==> src/rtl/bf16_pkg.sv <==
// Shared bfloat16 constants, classification helpers and the argmax FSM state type.
package bf16_pkg;

    localparam int          BF16_W        = 16;
    localparam logic [7:0]  BF16_EXP_ONES = 8'hFF;
    localparam logic [15:0] BF16_QNAN     = 16'h7FC0;

    typedef enum logic {
        ACCUM = 1'b0,
        HOLD  = 1'b1
    } argmax_state_t;

    function automatic logic is_nan(input logic [BF16_W-1:0] x);
        return (x[14:7] == BF16_EXP_ONES) && (x[6:0] != 7'd0);
    endfunction

    function automatic logic is_zero(input logic [BF16_W-1:0] x);
        return x[14:0] == 15'd0;
    endfunction

endpackage

==> src/rtl/bf16_greater.sv <==
// Strict a > b on bfloat16 bit patterns: sign-magnitude order, +0 == -0, NaN-unaware.
module bf16_greater
    import bf16_pkg::*;
(
    input  logic [BF16_W-1:0] a,
    input  logic [BF16_W-1:0] b,
    output logic              a_gt_b
);

    always_comb begin
        a_gt_b = 1'b0;
        if (is_zero(a) && is_zero(b)) begin
            a_gt_b = 1'b0;
        end else if (a[15] != b[15]) begin
            a_gt_b = !a[15];
        end else if (!a[15]) begin
            a_gt_b = a[14:0] > b[14:0];
        end else begin
            // Both negative: smaller magnitude is the larger value.
            a_gt_b = a[14:0] < b[14:0];
        end
    end

endmodule

==> src/rtl/bf16_argmax_stream.sv <==
// Streaming argmax over a frame of NUM_CLASSES bfloat16 scores with a single comparator
// and a registered {index, value} result held until the consumer accepts it.
module bf16_argmax_stream
    import bf16_pkg::*;
#(
    parameter int NUM_CLASSES = 10,
    parameter int IDX_W       = 4
) (
    input  logic              clk,
    input  logic              reset,
    input  logic              in_valid,
    output logic              in_ready,
    input  logic [BF16_W-1:0] in_data,
    output logic              out_valid,
    input  logic              out_ready,
    output logic [IDX_W-1:0]  out_index,
    output logic [BF16_W-1:0] out_value,
    output logic              out_nan
);

    localparam logic [IDX_W-1:0] LAST_IDX = IDX_W'(NUM_CLASSES - 1);

    argmax_state_t     state_q, state_d;
    logic [IDX_W-1:0]  cnt_q;
    logic [IDX_W-1:0]  best_idx_q;
    logic [BF16_W-1:0] best_q;
    logic              best_valid_q;

    logic              in_xfer, out_xfer, last, take, x_gt_best;
    logic              fin_valid;
    logic [IDX_W-1:0]  fin_idx;
    logic [BF16_W-1:0] fin_value;

    bf16_greater u_greater (
        .a      (in_data),
        .b      (best_q),
        .a_gt_b (x_gt_best)
    );

    assign in_xfer  = in_valid && in_ready;
    assign out_xfer = out_valid && out_ready;
    assign last     = in_xfer && (cnt_q == LAST_IDX);
    assign take     = in_xfer && !is_nan(in_data) && (!best_valid_q || x_gt_best);

    // Frame result as it stands including the element accepted this cycle.
    assign fin_valid = take || best_valid_q;
    assign fin_idx   = take ? cnt_q : best_idx_q;
    assign fin_value = take ? in_data : best_q;

    always_ff @(posedge clk) begin
        if (reset) begin
            state_q <= ACCUM;
        end else begin
            state_q <= state_d;
        end
    end

    always_comb begin
        state_d = state_q;
        case (state_q)
            ACCUM:   if (last)     state_d = HOLD;
            HOLD:    if (out_xfer) state_d = ACCUM;
            default: state_d = ACCUM;
        endcase
    end

    always_comb begin
        in_ready  = 1'b0;
        out_valid = 1'b0;
        case (state_q)
            ACCUM:   in_ready  = 1'b1;
            HOLD:    out_valid = 1'b1;
            default: in_ready  = 1'b0;
        endcase
    end

    always_ff @(posedge clk) begin
        if (reset) begin
            cnt_q        <= '0;
            best_valid_q <= 1'b0;
            out_index    <= '1;
            out_value    <= '0;
            out_nan      <= 1'b0;
        end else begin
            if (take) begin
                best_valid_q <= 1'b1;
            end
            if (in_xfer) begin
                cnt_q <= last ? '0 : cnt_q + IDX_W'(1);
            end
            if (last) begin
                out_index <= fin_valid ? fin_idx : '1;
                out_value <= fin_valid ? fin_value : BF16_QNAN;
                out_nan   <= !fin_valid;
            end
            if (out_xfer) begin
                best_valid_q <= 1'b0;
            end
        end
    end

    // Best value/index are qualified by best_valid_q, so they need no reset.
    always_ff @(posedge clk) begin
        if (take) begin
            best_q     <= in_data;
            best_idx_q <= cnt_q;
        end
    end

endmodule

==> config.mk <==
export PLATFORM = sky130hd
export DESIGN_NAME = bf16_argmax_stream
export DESIGN_NICKNAME = d
export VERILOG_FILES = /design/src/rtl/bf16_pkg.sv /design/src/rtl/bf16_greater.sv /design/src/rtl/bf16_argmax_stream.sv
export SDC_FILE = /design/constraint.sdc
export NUM_CORES = 1
export LEC_CHECK = 0
export ABC_AREA = 1
export ABC_CLOCK_PERIOD_IN_PS = 1900
export BUFFER_PORTS_ARGS = -buffer_cell sky130_fd_sc_hd__clkbuf_2
export CAP_MARGIN = 15
export CORE_MARGIN = 10
export CORE_UTILIZATION = 35
export CTS_CLUSTER_DIAMETER = 150
export DETAILED_ROUTE_END_ITERATION = 10
export PLACE_DENSITY = 0.53
export SYNTH_ARGS = -nofsm -noshare
export SYNTH_HDL_FRONTEND = slang
export SYNTH_SLANG_ARGS = --single-unit
==> constraint.sdc <==
create_clock -name clk -period 1.9 [get_ports clk]
set_input_delay 0.285 -clock clk [delete_from_list [all_inputs] [get_ports clk]]
set_output_delay 0.285 -clock clk [all_outputs]
set_load 0.05 [all_outputs]
== Yosys cells after proc, flatten, opt, wreduce, memory -nomap -nowiden ==
Cells that the tools add are included.
W data, S select, Z words.
Operators by class
  add/subtract/negate cells: 1
  $mul: 0
  div/mod/pow operators: 0
  magnitude comparators: 2
  equality and inequality tests: 3
  shifts and indexed selects: 0
  mux-type cells: 13
  bitwise logic cells: 1
  reduce and logical (&&, ||, !) cells: 17
Operators by type and width (count)
  $mux W16: 2
  $logic_not A15 Y1: 2
  $gt A15 B15 Y1: 1
  $lt A15 B15 Y1: 1
  $mux W4: 3
  $eq A8 B8 Y1 const B: 1
  $logic_and A1 B1 Y1: 7
  $mux W1: 7
  $reduce_bool A7 Y1: 1
  $add A4 B1 Y4 const B: 1
  $eq A4 B4 Y1 const B: 1
  $logic_not A1 Y1: 4
  $logic_or A1 B1 Y1: 2
  $pmux W1 S2: 1
  $reduce_or A2 Y1: 1
  $ne A1 B1 Y1: 1
  $not A1 Y1: 1
Word-level totals
  register bits after elaboration: 47
  bits in latches: 0
  bits in writable memories: 0
  ROM bits: 0
  input bits: 20
  output and inout bits: 23
  word-level logic and storage cells: 45
  memories kept: 0

== Logic depth before layout (Yosys ltp) ==
Gate-level depths: netlist of the first run.
  word-level depth: 8
  depth in mapped cells: 19
  mapped depth without buffers: 18

== Cells and area by module ==
A second synthesis of the first run with hierarchy kept.
Second synthesis, totals
  cell total of the unflattened synthesis: 355
  area total of the unflattened synthesis: 2474.9 um^2
Modules (own cells, without submodules)
  bf16_argmax_stream: times used 1, cells an instance 260, area each 1954.4 um^2, seq. area each 940.9 um^2
  bf16_greater: times used 1, cells an instance 95, area each 520.5 um^2, seq. area each 0.0 um^2

== Worst setup path before layout of the first run ==
OpenSTA, ideal clock, no wires.
  path type: register -> register
  from: register state_q
  to: register best_idx_q[0]
  setup time: 115 ps
  arrival: 1986 ps
  data required time: 1785 ps
  slack: -201 ps
  stages on the path, launching flop included: 8
  buffers on the path: 2
  clock period less this slack: 2101 ps
  path through: dfxtp_1 > inv_1 > nand2_1 > nor2_2 > buf_4 > bufbuf_8 > nand3_2 > and2_1
Between the ends
  cells in the longest elaborated chain, start to end: 5
RTL lines
  start, declared: RTL line bf16_argmax_stream.sv:23  | argmax_state_t state_q, state_d;
  start signal, assigned: RTL line bf16_argmax_stream.sv:54  | state_q <= state_d;
  $mux W1: RTL line bf16_argmax_stream.sv:70  | case (state_q)
  named net in_ready: RTL line bf16_argmax_stream.sv:12  | output logic in_ready,
  $logic_and A1 B1 Y1: RTL line bf16_argmax_stream.sv:40  | assign in_xfer = in_valid && in_ready;
  $logic_and A1 B1 Y1 (2 in series): RTL line bf16_argmax_stream.sv:43  | assign take = in_xfer && !is_nan(in_data) && (!best_valid_q || x_gt_best);
  $mux W4
  named net fin_idx[0]: RTL line bf16_argmax_stream.sv:31  | logic [IDX_W-1:0] fin_idx;
  end signal, assigned: RTL line bf16_argmax_stream.sv:106  | best_idx_q <= cnt_q;
  end, declared: RTL line bf16_argmax_stream.sv:25  | logic [IDX_W-1:0] best_idx_q;
The timed path passes the listed nets, and every way through them passes these cells.
A chain may end at the register's enable or synchronous reset.

== Worst setup path in the final report of the first run ==
  from: register best_q[12]
  to: register out_value[8]
Between the ends
  cells in the longest elaborated chain, start to end: 8
  elaborated cells on any way between the ends: 12
  those cells by class: 2 x order compare; 5 x mux; 5 x reduce/logical
RTL lines
  start, declared: RTL line bf16_argmax_stream.sv:26  | logic [BF16_W-1:0] best_q;
  start signal, assigned: RTL line bf16_argmax_stream.sv:105  | best_q <= in_data;
  $gt A15 B15 Y1 or $lt A15 B15 Y1 (tied branches): RTL line bf16_greater.sv:17, bf16_greater.sv:20
  $mux W1: RTL line bf16_greater.sv:16  | end else if (!a[15]) begin
  $mux W1: RTL line bf16_greater.sv:14  | end else if (a[15] != b[15]) begin
  $mux W1 (*): RTL line bf16_greater.sv:12  | if (is_zero(a) && is_zero(b)) begin
  $logic_or A1 B1 Y1 (*): RTL line bf16_argmax_stream.sv:43
  $logic_and A1 B1 Y1 (*): RTL line bf16_argmax_stream.sv:43
  $mux W16 or $logic_or A1 B1 Y1 (tied branches)
  $mux W16 (*): RTL line bf16_argmax_stream.sv:93  | out_value <= fin_valid ? fin_value : BF16_QNAN;
  end signal, assigned: RTL line bf16_argmax_stream.sv:93
  end, declared: RTL line bf16_argmax_stream.sv:17  | output logic [BF16_W-1:0] out_value,
Every way passes the cells marked *; elsewhere a longest branch is shown, timed or not.

==> implementation parameters, run 1 <==
Parameter                              Value

Final layout
  Layout cell share with drive strength beyond 1 ... 48.73%
  Final net count ... 469
  Synthesis-to-layout area growth ... 48.47%
  Most common cell after layout, fill and taps aside ... sky130_fd_sc_hd__nand2_1
  Layout Cell Area excl Fill ... 0.003714 sq mm
  Most used cells in the layout excluding fill and tap cells ... 58 x sky130_fd_sc_hd__nand2_1, 42 x sky130_fd_sc_hd__clkbuf_2, 40 x sky130_fd_sc_hd__inv_1
  Utilization of the core after routing ... 54.06%
  ANT cells ... 0

Clock network
  Clock-pin slew on the worst setup and hold paths ... 0.10 ns
  Cell at the root of the clock tree ... sky130_fd_sc_hd__clkbuf_8
  CTS tree ... built
  H-tree level count ... 2
  Maximum count of clock buffers along a single path ... 2
  CTS sink count ... 47
  Clock buffer count from CTS ... 5
  Clock latency at the later pin of the worst-skew pair ... 0.31 ns

Timing
  Actual slew at the worst max-slew pin ... 0.2724 ns
  Max-Slew Margin vs Limit ... 81.65%
  Fin crit period ... 2.030 ns
  Hold violation count in the final report ... 0
  Final Cycle Share ... 106.8%
  Final Skew ... 0.01649 ns
  Setup repair after global routing missed its margin ... yes
  Maximum frequency from static timing analysis ... 492.7 MHz
  Final-report setup violation count ... 40
  Final WS setup ... -0.1298 ns
  Max-slew violation count ... 0

Worst setup path
  Launch point of the worst reg-to-reg path ... best_q[12]
  Category of the worst setup path launch point ... flop
  Highest fanout seen on the critical path ... 6
  Cell-by-cell trace of the critical path ... inv_2, ha_4, nand2_2, nor2_4, inv_2, nor2_2, nand2_1, nand2_2, nand2_2, nand2_1, nand2_1, nand2_2, nand2_4, buf_12, nand2_4, nand3_2, nand2_1, inv_1
  CP max stage delay ... 0.35 ns
  Cells on worst reg2reg path ... 18
  Arrival time of data at the critical path endpoint ... 2.25 ns
  Highest-delay cell along the critical path ... sky130_fd_sc_hd__dfxtp_2
  Crit path buffers/inverters ... 4
  Class of the most critical setup path ... reg2reg
  Kind of cell adding the most delay to the critical path ... simple AND/OR/NAND/NOR gates
  Reg-to-reg endpoint ... out_value[8]
  Reg-to-reg setup timing slack ... -0.13 ns
  Critical Path RT ... 2.12 ns
  Setup crit end kind ... flop

Drt
  Number of DRC markers in iteration 0 ... 78
  DR WL/cell ... 13.42 um
  Detail-routed via count per cell ... 4.529
  Initial DRT Pass Iterations ... 4
  Remaining number of nets flagged by the antenna check after routing ... 0
  DRC Markers ... 0
  Drt total wl ... 7099 um
  Routed via count ... 2396

Global route
  Vias in the first global route ... 2519
  Initial antenna violation count ... 0
  Busiest metal layer after global routing ... met2
  Grt met2 use ... 22.07%
  Largest net degree at the start of global routing ... 17
  Met1 layer usage reported by global route ... 15.53%
  Global routing usage on met3 ... 3.133%
  Wire length of the first global-routing pass ... 11870 um
  Global-route total usage across every layer ... 12.90%
  GR Overflow Total ... 0

Yosys
  Sequential area share after synthesis ... 37.62%
  Post-synthesis share of cell area spent on full adders, half adders and majority gates ... 8.504%
  Cell type with the highest aggregate area in the netlist ... sky130_fd_sc_hd__dfxtp_1
  Average instance area after synthesis ... 7.187 sq um
  Synthesized instance count ... 348
  Synthesized flop and latch total ... 47
  Yosys warning total ... 0
  Main combinational cell family by area after synthesis ... simple AND/OR/NAND/NOR gates
  Simple logic cell fraction of the synthesized area ... 38.57%
  Leading cell types by total area after synthesis ... sky130_fd_sc_hd__dfxtp_1 38%, sky130_fd_sc_hd__nand2_1 13%, sky130_fd_sc_hd__ha_1 8.5%
  Multiplexer share of the synthesized area ... 0%
  Area share of the leading cell type in the synthesized netlist ... 37.62%
  Synth cell types ... 26
  XOR/XNOR Fraction of Synth Area ... 0.3502%
  Number of nets produced by synthesis ... 385
  Fraction of the mapped netlist area in compound gates ... 3.502%
  Cell Area, Synth ... 0.002501 sq mm

Min path
  End point of the most critical hold path ... best_valid_q
  Worst hold path startpoint ... out_ready
  Class of the most critical hold timing path ... in2reg
  Number of cells on the worst hold path ... 2

Die
  Die width ... 104.5 um
  Placement Rows ... 30
  Core Region ... 0.006869 sq mm
  Overall die area ... 0.01093 sq mm
  Starting utilization of the core area ... 36.41%
  Count of pins on the block boundary ... 43
  Die height ... 104.5 um

Power and ir drop
  VDD IR-drop max ... 0.3344 mV
  PD cells ... 713.4 mW/mm^2
  Final total power ... 2.649 mW
  Leakage power ... 1.801 nW

Placement
  DP HPWL ... 5101 um
  Placed inst area ... 0.003062 sq mm
  Port-buffer cells ... 42
  Post-Place Setup Slack ... -0.1829 ns
  Routability Congestion ... 0.8478

Run status
  Status ... complete, but fails checks
  Violated checks ... negative setup slack

Flow run
  Number of max-capacitance violations reported ... 0
==> area by class of cell <==
type	instances	area (sq um)
clock buffer	6	93.84
clock inverter	2	16.27
fill	666	3156
inverter	55	212.7
multi-input combinational	237	1705
sequential	47	960.9
tap	96	120.1
timing repair buffer	86	604.3
==> power breakdown <==
group / internal (mW) / switching, mW
clock network: 0.344 / 0.372
registers: 1.06 / 0.0425
logic: 0.382 / 0.443
total: 1.79 / 0.858
==> worst max path at each step <==
stage | from | to | slack [ns] | cells after the start
detailed placement | in_data[14] | out_value[8] | -0.18 | 17
global route | best_q[8] | out_value[8] | -0.29 | 17
CTS | best_q[14] | out_index[0] | -0.12 | 18
floorplan | best_q[14] | best_q[15] | 0.02 | 15
finish | best_q[12] | out_value[8] | -0.13 | 18
global placement | in_data[14] | out_value[7] | -0.18 | 15
==> stage by stage <==
stage	setup TNS [ns]	hold slack (ns)	instances
after CTS	-2.521	0.1548	531
after detailed placement	-4.369	0.4417	514
final	-3.227	0.1620	529
after global placement	-4.059	0.4392	514
after floorplan	0	0.3769	348
after global routing	-9.268	0.1720	529
==> logic make-up (layout without fill, tap and decap cells) <==
group | count (synthesis) | count (layout)
xor+xnor | 1 | 1
fa+ha+maj | 17 | 17
buf+inv | 64 | 149
compound gates | 17 | 17
simple gates | 202 | 202
flops | 47 | 47
==> Yosys cell counts <==
library cell / instances
sky130_fd_sc_hd__nand3b_4: 2
sky130_fd_sc_hd__nand3_2: 8
sky130_fd_sc_hd__inv_2: 3
sky130_fd_sc_hd__buf_6: 1
sky130_fd_sc_hd__and2_1: 10
sky130_fd_sc_hd__xor2_1: 1
sky130_fd_sc_hd__nand3b_1: 2
sky130_fd_sc_hd__o21ai_0: 4
sky130_fd_sc_hd__ha_1: 17
sky130_fd_sc_hd__dfxtp_1: 47
sky130_fd_sc_hd__nor2_2: 4
sky130_fd_sc_hd__clkbuf_1: 2
sky130_fd_sc_hd__nand3_1: 38
sky130_fd_sc_hd__buf_12: 1
sky130_fd_sc_hd__buf_2: 3
sky130_fd_sc_hd__nand2_2: 3
sky130_fd_sc_hd__nor3_1: 4
sky130_fd_sc_hd__nor2_1: 38
sky130_fd_sc_hd__nand2_1: 87
sky130_fd_sc_hd__buf_4: 1
sky130_fd_sc_hd__o31ai_1: 1
sky130_fd_sc_hd__a21oi_1: 12
sky130_fd_sc_hd__inv_1: 52
sky130_fd_sc_hd__nand4_2: 1
sky130_fd_sc_hd__bufbuf_8: 1
sky130_fd_sc_hd__nand4_1: 5
==> per-layer routing <==
layer | share of wire, % | up-vias
met3 | 3.5 | 7
met5 | 0 | -
met1 | 45 | 1094
met4 | 1.5 | 0
met2 | 50 | 29
li1 | - | 1266
==> sequential cells by signal, indices dropped and copies added (netlist names) <==
signal,flops
out_index,4
out_nan,1
out_value,16
cnt_q,4
state_q,1
best_idx_q,4
best_valid_q,1
best_q,16
==> timing repair <==
item,CTS,global route
setup buffers,8,2
setup endpoints to repair,40,40
resized for setup,68,54
hold buffers,0,0
gates cloned,2,0
pin swaps,3,13
Power figures use the tool's default switching activity.
==> run 2, diff against run 1 <==
- SYNTH_HIERARCHICAL: default -> 1
==> implementation parameters, run 2 <==
Parameter                              Value

Global route
  Wire length of the first global-routing pass ... 11660 um (was 11870 um)
  Initial antenna violation count ... 0 (unchanged)
  Global-route total usage across every layer ... 12.64% (was 12.90%)
  Largest net degree at the start of global routing ... 24 (was 17)
  GR Overflow Total ... 0 (unchanged)
  Vias in the first global route ... 2439 (was 2519)

Final layout
  Layout Cell Area excl Fill ... 0.003633 sq mm (was 0.003714 sq mm)
  Registers with the most flip-flops ... best_q x16, out_value x16 (unchanged)
  Most used cells in the layout excluding fill and tap cells ... 68 x sky130_fd_sc_hd__nand2_1, 54 x sky130_fd_sc_hd__inv_1, 42 x sky130_fd_sc_hd__clkbuf_2 (was 58 x sky130_fd_sc_hd__nand2_1, 42 x sky130_fd_sc_hd__clkbuf_2, 40 x sky130_fd_sc_hd__inv_1)
  Most common cell after layout, fill and taps aside ... sky130_fd_sc_hd__nand2_1 (unchanged)
  Synthesis-to-layout area growth ... 46.81% (was 48.47%)
  ANT cells ... 0 (unchanged)
  Final net count ... 477 (was 469)
  Layout cell share with drive strength beyond 1 ... 47.39% (was 48.73%)

Worst setup path
  Most common cell on crit path ... sky130_fd_sc_hd__nand2_1
  Cell-by-cell trace of the critical path ... inv_2, ha_4, nand2_4, nor2_4, nand2_1, nand2_1, nand2_1, nand2_2, nand2_1, nand2_1, nor2_1, or2_4, nand3_4, buf_12, nand2_4, nand2_4, a21oi_2 (was inv_2, ha_4, nand2_2, nor2_4, inv_2, nor2_2, nand2_1, nand2_2, nand2_2, nand2_1, nand2_1, nand2_2, nand2_4, buf_12, nand2_4, nand3_2, nand2_1, inv_1)
  Cells on worst reg2reg path ... 17 (was 18)
  Class of the most critical setup path ... reg2reg (unchanged)
  Category of the worst setup path launch point ... flop (unchanged)
  Reg-to-reg setup timing slack ... -0.26 ns (was -0.13 ns)
  Highest-delay cell along the critical path ... sky130_fd_sc_hd__dfxtp_2 (unchanged)
  CP max stage delay ... 0.36 ns (was 0.35 ns)
  Reg-to-reg endpoint ... out_value[13] (was out_value[8])
  Highest fanout seen on the critical path ... 7 (was 6)
  Launch point of the worst reg-to-reg path ... best_q[6] (was best_q[12])
  Critical Path RT ... 2.10 ns (was 2.12 ns)
  Setup crit end kind ... flop (unchanged)
  Arrival time of data at the critical path endpoint ... 2.35 ns (was 2.25 ns)

Timing
  Final-report setup violation count ... 40 (unchanged)
  Setup repair after global routing missed its margin ... yes (unchanged)
  Fin crit period ... 2.155 ns (was 2.030 ns)
  Max-Slew Margin vs Limit ... 80.76% (was 81.65%)
  Final WS setup ... -0.2551 ns (was -0.1298 ns)
  Final Skew ... 0.009788 ns (was 0.01649 ns)
  Actual slew at the worst max-slew pin ... 0.2898 ns (was 0.2724 ns)
  Max-slew violation count ... 0 (unchanged)
  Hold violation count in the final report ... 0 (unchanged)
  Final Cycle Share ... 113.4% (was 106.8%)
  Hold_ws ... 0.1716 ns (was 0.1620 ns)
  Maximum frequency from static timing analysis ... 464.0 MHz (was 492.7 MHz)

Yosys
  Average instance area after synthesis ... 6.971 sq um (was 7.187 sq um)
  Area share of the leading cell type in the synthesized netlist ... 38.02% (was 37.62%)
  Commonest cells in the synthesized netlist ... 107 x sky130_fd_sc_hd__nand2_1, 72 x sky130_fd_sc_hd__inv_1, 47 x sky130_fd_sc_hd__dfxtp_1 (was 87 x sky130_fd_sc_hd__nand2_1, 52 x sky130_fd_sc_hd__inv_1, 47 x sky130_fd_sc_hd__dfxtp_1)
  Cell Area, Synth ... 0.002475 sq mm (was 0.002501 sq mm)
  Synthesized instance count ... 355 (was 348)
  Count of flip-flops with a built-in enable after synthesis ... 0 (unchanged)
  Yosys warning total ... 6 (was 0)
  Dominant cell by count in the synthesized netlist ... sky130_fd_sc_hd__nand2_1 (unchanged)
  Sequential area share after synthesis ... 38.02% (was 37.62%)
  Synth cell types ... 30 (was 26)
  Number of nets produced by synthesis ... 392 (was 385)
  Leading cell types by total area after synthesis ... sky130_fd_sc_hd__dfxtp_1 38%, sky130_fd_sc_hd__nand2_1 16%, sky130_fd_sc_hd__inv_1 11% (was sky130_fd_sc_hd__dfxtp_1 38%, sky130_fd_sc_hd__nand2_1 13%, sky130_fd_sc_hd__ha_1 8.5%)
  FFs w/ async S/R, synth ... 0% (unchanged)
  Cell type with the highest aggregate area in the netlist ... sky130_fd_sc_hd__dfxtp_1 (unchanged)
  Synthesized flop and latch total ... 47 (unchanged)
  Primary FF master, synth ... sky130_fd_sc_hd__dfxtp_1 (unchanged)

Drt
  Initial DRT Pass Iterations ... 4 (unchanged)
  Detail-routed via count per cell ... 4.520 (was 4.529)
  Routed via count ... 2427 (was 2396)
  Drt total wl ... 7116 um (was 7099 um)
  Remaining number of nets flagged by the antenna check after routing ... 0 (unchanged)
  DR WL/cell ... 13.25 um (was 13.42 um)
  Number of DRC markers in iteration 0 ... 120 (was 78)
  DRC Markers ... 0 (unchanged)

Die
  Core Region ... 0.006832 sq mm (was 0.006869 sq mm)
  Starting utilization of the core area ... 36.23% (was 36.41%)
  Overall die area ... 0.01083 sq mm (was 0.01093 sq mm)
  Placement Rows ... 30 (unchanged)
  Die width ... 104.1 um (was 104.5 um)
  Count of pins on the block boundary ... 43 (unchanged)
  Die height ... 104.1 um (was 104.5 um)

Run status
  Status ... complete, but fails checks (unchanged)
  Violated checks ... negative setup slack (unchanged)

Min path
  Class of the most critical hold timing path ... in2reg (unchanged)
  Number of cells on the worst hold path ... 2 (unchanged)
  Worst hold path startpoint ... out_ready (unchanged)
  End point of the most critical hold path ... best_valid_q (unchanged)

Flow run
  Number of max-capacitance violations reported ... 0 (unchanged)

Power and ir drop
  Leakage power ... 1.881 nW (was 1.801 nW)
  PD cells ... 737.3 mW/mm^2 (was 713.4 mW/mm^2)
  Final total power ... 2.679 mW (was 2.649 mW)
  VDD IR-drop max ... 0.3820 mV (was 0.3344 mV)

Clock network
  H-tree level count ... 2 (unchanged)
  Clock-pin slew on the worst setup and hold paths ... 0.10 ns (about the same)
  CTS tree ... built (unchanged)
  Clock buffer count from CTS ... 5 (unchanged)
  Maximum count of clock buffers along a single path ... 2 (unchanged)
  Cell at the root of the clock tree ... sky130_fd_sc_hd__clkbuf_8 (unchanged)
  Clock latency at the later pin of the worst-skew pair ... 0.30 ns (was 0.31 ns)
  CTS sink count ... 47 (unchanged)

Placement
  Placed inst area ... 0.003054 sq mm (was 0.003062 sq mm)
  Port-buffer cells ... 42 (unchanged)
  Routability Congestion ... 0.8617 (was 0.8478)
  DP HPWL ... 5213 um (was 5101 um)
[run 2: cell count changes in the layout (fill, tap and decap cells not counted), moves of 7 or more]
| cell | delta |
|---|---|
| sky130_fd_sc_hd__o21ai_0 | +8 |
| sky130_fd_sc_hd__a21oi_2 | +7 |
| sky130_fd_sc_hd__nand3_1 | -9 |
| sky130_fd_sc_hd__nand3_2 | -26 |
| sky130_fd_sc_hd__inv_1 | +14 |
| sky130_fd_sc_hd__nand2_4 | +9 |
| sky130_fd_sc_hd__nand2_1 | +10 |
| sky130_fd_sc_hd__nor2_1 | -18 |
| sky130_fd_sc_hd__and2_1 | -10 |
| sky130_fd_sc_hd__inv_2 | +7 |
| sky130_fd_sc_hd__nand4_1 | +16 |
[run 2: cell families after synthesis]
kind of cell | after synthesis | share of synthesized area (%)
and+or+nand+nor | 167 | 30.54
buffers and inverters | 84 | 14.11
DFF | 47 | 38.02
AOI/OAI and AO/OA | 39 | 8.393
adders and majority gates | 17 | 8.594
xor gates and xnor gates | 1 | 0.3540
[run 2: worst max path at each step]
stage                    start       endpoint
finish               best_q[6]  out_value[13]
global route         best_q[6]   out_value[2]
CTS                 best_q[14]   out_value[2]
detailed placement  in_data[5]   out_value[1]
global placement    in_data[6]   out_value[1]
floorplan            best_q[6]  out_value[12]
[run 2: worst max-delay path, delay by kind of cell, from the launching register on]
| kind | cells | cell delay (ns) |
|---|---|---|
| AND/OR/NAND/NOR | 13 | 1.12 |
| flip-flops | 1 | 0.36 |
| adder cells (fa/ha/maj) | 1 | 0.28 |
| buffers and inverters | 2 | 0.22 |
| AO/OA/AOI/OAI | 1 | 0.05 |
[run 2: layout make-up]
class / count / area, sq um
Timing Repair Buffer: 87 / 598.1
Tap cell: 96 / 120.1
Clock buffer: 5 / 68.82
Clock inverter: 3 / 22.52
Multi-Input combinational cell: 224 / 1583
Inverter: 75 / 284.0
Sequential cell: 47 / 957.2
Fill cell: 672 / 3198
[run 2: per-layer routing]
metal,vias up,part of all wire (%),GRT usage (%)
met1,1098,50,17.29
met4,0,0.27,1.789
met5,-,0,0
li1,1281,-,-
met2,44,47,20.14
met3,4,3.6,2.788
[run 2: through the flow]
step,utilization (%),setup slack (ns),cells,setup TNS (ns)
2_1_floorplan,-,-0.1409,355,-3.364
3_3_place_gp,44.71,-0.3770,520,-11.45
3_5_place_dp,44.71,-0.3712,520,-11.64
4_1_cts,50.26,-0.2996,534,-9.507
5_1_grt,53.19,-0.4113,537,-13.28
6_report,53.19,-0.2551,537,-7.974
[run 2: what timing repair did]
| item | CTS | global route |
|---|---|---|
| endpoints found under the setup margin | 40 | 40 |
| setup buffers | 4 | 3 |
| hold buffers | 0 | 0 |
| cloned | 2 | 0 |
| resized for setup | 63 | 53 |
| pin swaps | 22 | 28 |
[run 2: power breakdown]
group | leakage (nW) | total (mW) | switching (mW) | internal, mW
combinational | 1.45 | 0.915 | 0.493 | 0.423
clock | 0.0485 | 0.632 | 0.368 | 0.265
sequential | 0.385 | 1.13 | 0.0590 | 1.07
total | 1.88 | 2.68 | 0.920 | 1.76
==> run 3, diff against run 2 <==
--- a/constraint.sdc
+++ b/constraint.sdc
@@ -3,2 +3,2 @@
 set_output_delay 0.285 -clock clk [all_outputs]
-set_load 0.05 [all_outputs]
+set_load 0.1 [all_outputs]
==> implementation parameters, run 3 (synthesized netlist as in run 2, its figures left out) <==
Parameter                              Value

Run status
  Status ... complete, but fails checks (unchanged)
  Violated checks ... negative setup slack (unchanged)

Drt
  DRC Markers ... 0 (unchanged)
  Drt total wl ... 7077 um (was 7116 um)
  DR WL/cell ... 13.25 um (about the same)
  Initial DRT Pass Iterations ... 4 (unchanged)
  Remaining number of nets flagged by the antenna check after routing ... 0 (unchanged)
  Number of DRC markers in iteration 0 ... 81 (was 120)
  Detail-routed via count per cell ... 4.556 (was 4.520)
  Routed via count ... 2433 (was 2427)

Clock network
  CTS tree ... built (unchanged)
  Clock buffer count from CTS ... 5 (unchanged)
  H-tree level count ... 2 (unchanged)
  Cell at the root of the clock tree ... sky130_fd_sc_hd__clkbuf_8 (unchanged)
  Maximum count of clock buffers along a single path ... 2 (unchanged)
  CTS sink count ... 47 (unchanged)
  Clock-pin slew on the worst setup and hold paths ... 0.09 ns (was 0.10 ns)
  Clock latency at the later pin of the worst-skew pair ... 0.31 ns (was 0.30 ns)

Global route
  Largest net degree at the start of global routing ... 19 (was 24)
  Wire length of the first global-routing pass ... 11630 um (was 11660 um)
  Vias in the first global route ... 2400 (was 2439)
  GR Overflow Total ... 0 (unchanged)
  Global-route total usage across every layer ... 12.75% (was 12.64%)
  Initial antenna violation count ... 0 (unchanged)

Final layout
  Most common cell after layout, fill and taps aside ... sky130_fd_sc_hd__nand2_1 (unchanged)
  Most used cells in the layout excluding fill and tap cells ... 80 x sky130_fd_sc_hd__nand2_1, 59 x sky130_fd_sc_hd__inv_1, 42 x sky130_fd_sc_hd__clkbuf_2 (was 68 x sky130_fd_sc_hd__nand2_1, 54 x sky130_fd_sc_hd__inv_1, 42 x sky130_fd_sc_hd__clkbuf_2)
  Final net count ... 474 (was 477)
  ANT cells ... 0 (unchanged)
  Layout Cell Area excl Fill ... 0.003542 sq mm (was 0.003633 sq mm)
  Register Area ... 958.4 sq um (was 957.2 sq um)
  Synthesis-to-layout area growth ... 43.12% (was 46.81%)
  Registers with the most flip-flops ... best_q x16, out_value x16 (unchanged)
  Layout cell share with drive strength beyond 1 ... 42.47% (was 47.39%)
  Layout fillers ... 711 (was 672)
  Total area of multi-input combinational cells ... 0.001500 sq mm (was 0.001583 sq mm)

Worst setup path
  Arrival time of data at the critical path endpoint ... 2.40 ns (was 2.35 ns)
  Reg-to-reg endpoint ... out_value[6] (was out_value[13])
  Reg-to-reg setup timing slack ... -0.30 ns (was -0.26 ns)
  Cells on worst reg2reg path ... 17 (unchanged)
  Launch point of the worst reg-to-reg path ... best_q[6] (unchanged)
  Category of the worst setup path launch point ... flop (unchanged)
  Setup crit end kind ... flop (unchanged)
  Highest fanout seen on the critical path ... 9 (was 7)
  Critical Path RT ... 2.10 ns (about the same)
  Class of the most critical setup path ... reg2reg (unchanged)
  Startpoint of the worst setup timing path ... best_q[6] (unchanged)

Timing
  Hold violation count in the final report ... 0 (unchanged)
  Max-slew violation count ... 0 (unchanged)
  Final Skew ... 0.01745 ns (was 0.009788 ns)
  Fin crit period ... 2.200 ns (was 2.155 ns)
  Maximum frequency from static timing analysis ... 454.5 MHz (was 464.0 MHz)
  Final WS setup ... -0.3004 ns (was -0.2551 ns)
  Hold_ws ... 0.1685 ns (was 0.1716 ns)
  Final-report setup violation count ... 40 (unchanged)
  Actual slew at the worst max-slew pin ... 0.5529 ns (was 0.2898 ns)
  Setup repair after global routing missed its margin ... yes (unchanged)
  Max-Slew Margin vs Limit ... 63.30% (was 80.76%)
  Final Cycle Share ... 115.8% (was 113.4%)

Placement
  Routability Congestion ... 0.8485 (was 0.8617)
  DP HPWL ... 5184 um (was 5213 um)
  Port-buffer cells ... 42 (unchanged)
  Placed inst area ... 0.003050 sq mm (was 0.003054 sq mm)

Min path
  Worst hold path startpoint ... out_ready (unchanged)
  End point of the most critical hold path ... best_valid_q (unchanged)
  Number of cells on the worst hold path ... 2 (unchanged)
  Class of the most critical hold timing path ... in2reg (unchanged)

Die
  Die height ... 104.1 um (unchanged)
  Placement Rows ... 30 (unchanged)
  Die width ... 104.1 um (unchanged)
  Starting utilization of the core area ... 36.23% (unchanged)
  Overall die area ... 0.01083 sq mm (unchanged)
  Count of pins on the block boundary ... 43 (unchanged)
  Core Region ... 0.006832 sq mm (unchanged)

Power and ir drop
  Leakage power ... 1.828 nW (was 1.881 nW)
  VDD IR-drop max ... 0.3765 mV (was 0.3820 mV)
  PD cells ... 745.3 mW/mm^2 (was 737.3 mW/mm^2)

Flow run
  Number of max-capacitance violations reported ... 0 (unchanged)
[run 3: cell count changes in the layout (fill, tap and decap cells not counted), moves of 2 or more]
cell                        previous run  this run
sky130_fd_sc_hd__a21oi_1              10        13
sky130_fd_sc_hd__a21oi_2              12         9
sky130_fd_sc_hd__buf_4                39        35
sky130_fd_sc_hd__buf_6                 2         4
sky130_fd_sc_hd__clkbuf_16             0         2
sky130_fd_sc_hd__inv_1                54        59
sky130_fd_sc_hd__inv_2                20        15
sky130_fd_sc_hd__nand2_1              68        80
sky130_fd_sc_hd__nand2_4              18         6
sky130_fd_sc_hd__nand3_1               4         6
sky130_fd_sc_hd__nand3_2               3         0
sky130_fd_sc_hd__nor2_4                2         4
[run 3: worst max path at each step]
stage                     to  slack, ns  cells past startpoint
2_1_floorplan  out_value[12]      -0.14                     17
3_5_place_dp    out_value[7]      -0.35                     16
6_report        out_value[6]      -0.30                     17
3_3_place_gp    out_value[7]      -0.32                     16
4_1_cts         out_index[0]      -0.22                     17
5_1_grt        out_value[15]      -0.44                     18
[run 3: critical path, cell delays in order (launching register included)]
cell	delay, ns
sky130_fd_sc_hd__dfxtp_2	0.36
sky130_fd_sc_hd__inv_2	0.05
sky130_fd_sc_hd__ha_4	0.27
sky130_fd_sc_hd__nand2_4	0.05
sky130_fd_sc_hd__nor2_4	0.11
sky130_fd_sc_hd__nand2_1	0.06
sky130_fd_sc_hd__nand2_1	0.08
sky130_fd_sc_hd__nand2_1	0.05
sky130_fd_sc_hd__nand2_1	0.09
sky130_fd_sc_hd__nand2_1	0.06
sky130_fd_sc_hd__nand2_1	0.07
sky130_fd_sc_hd__nor2_2	0.04
sky130_fd_sc_hd__or2_4	0.25
sky130_fd_sc_hd__nand3_4	0.16
sky130_fd_sc_hd__clkbuf_16	0.18
sky130_fd_sc_hd__nand2_1	0.05
sky130_fd_sc_hd__nand2_1	0.07
sky130_fd_sc_hd__a21oi_1	0.07
[run 3: timing repair]
action,in CTS,in global routing
endpoints found under the setup margin,40,40
hold buffers,0,0
buffers inserted,2,1
pin swaps,2,3
cloned,0,2
gates resized for setup,49,37
[run 3: area by class of cell]
class | instances | area share [%]
Clock inverter | 3 | 0.6358
Timing Repair Buffer | 84 | 16.60
Sequential cell | 47 | 27.06
Multi-Input combinational cell | 224 | 42.35
Inverter | 75 | 8.018
Clock buffer | 5 | 1.943
Tap cell | 96 | 3.391
[run 3: power by group]
group,switching [mW],internal (mW),total [mW]
Combinational,0.465,0.415,0.881
Clock,0.366,0.264,0.631
Sequential,0.0564,1.07,1.13
[run 3: stage by stage]
| stage | util [%] | setup WS [ns] | setup TNS, ns | cells | power, mW |
|---|---|---|---|---|---|
| 2_1_floorplan | - | -0.1409 | -3.456 | 355 | 1.486 |
| 3_3_place_gp | 44.65 | -0.3238 | -9.743 | 521 | 1.733 |
| 3_5_place_dp | 44.65 | -0.3468 | -11.14 | 521 | 1.738 |
| 4_1_cts | 49.25 | -0.2175 | -5.971 | 531 | 2.519 |
| 5_1_grt | 51.85 | -0.4438 | -14.46 | 534 | 2.819 |
| 6_report | 51.85 | -0.3004 | -8.743 | 534 | 2.640 |
[run 3: per-layer routing]
layer	up-vias	global-route usage, %	routed length [um]
li1	1277	-	-
met1	1093	16.76	3377
met2	58	20.14	3260
met3	5	3.656	408
met4	0	2.684	30
met5	-	0	0
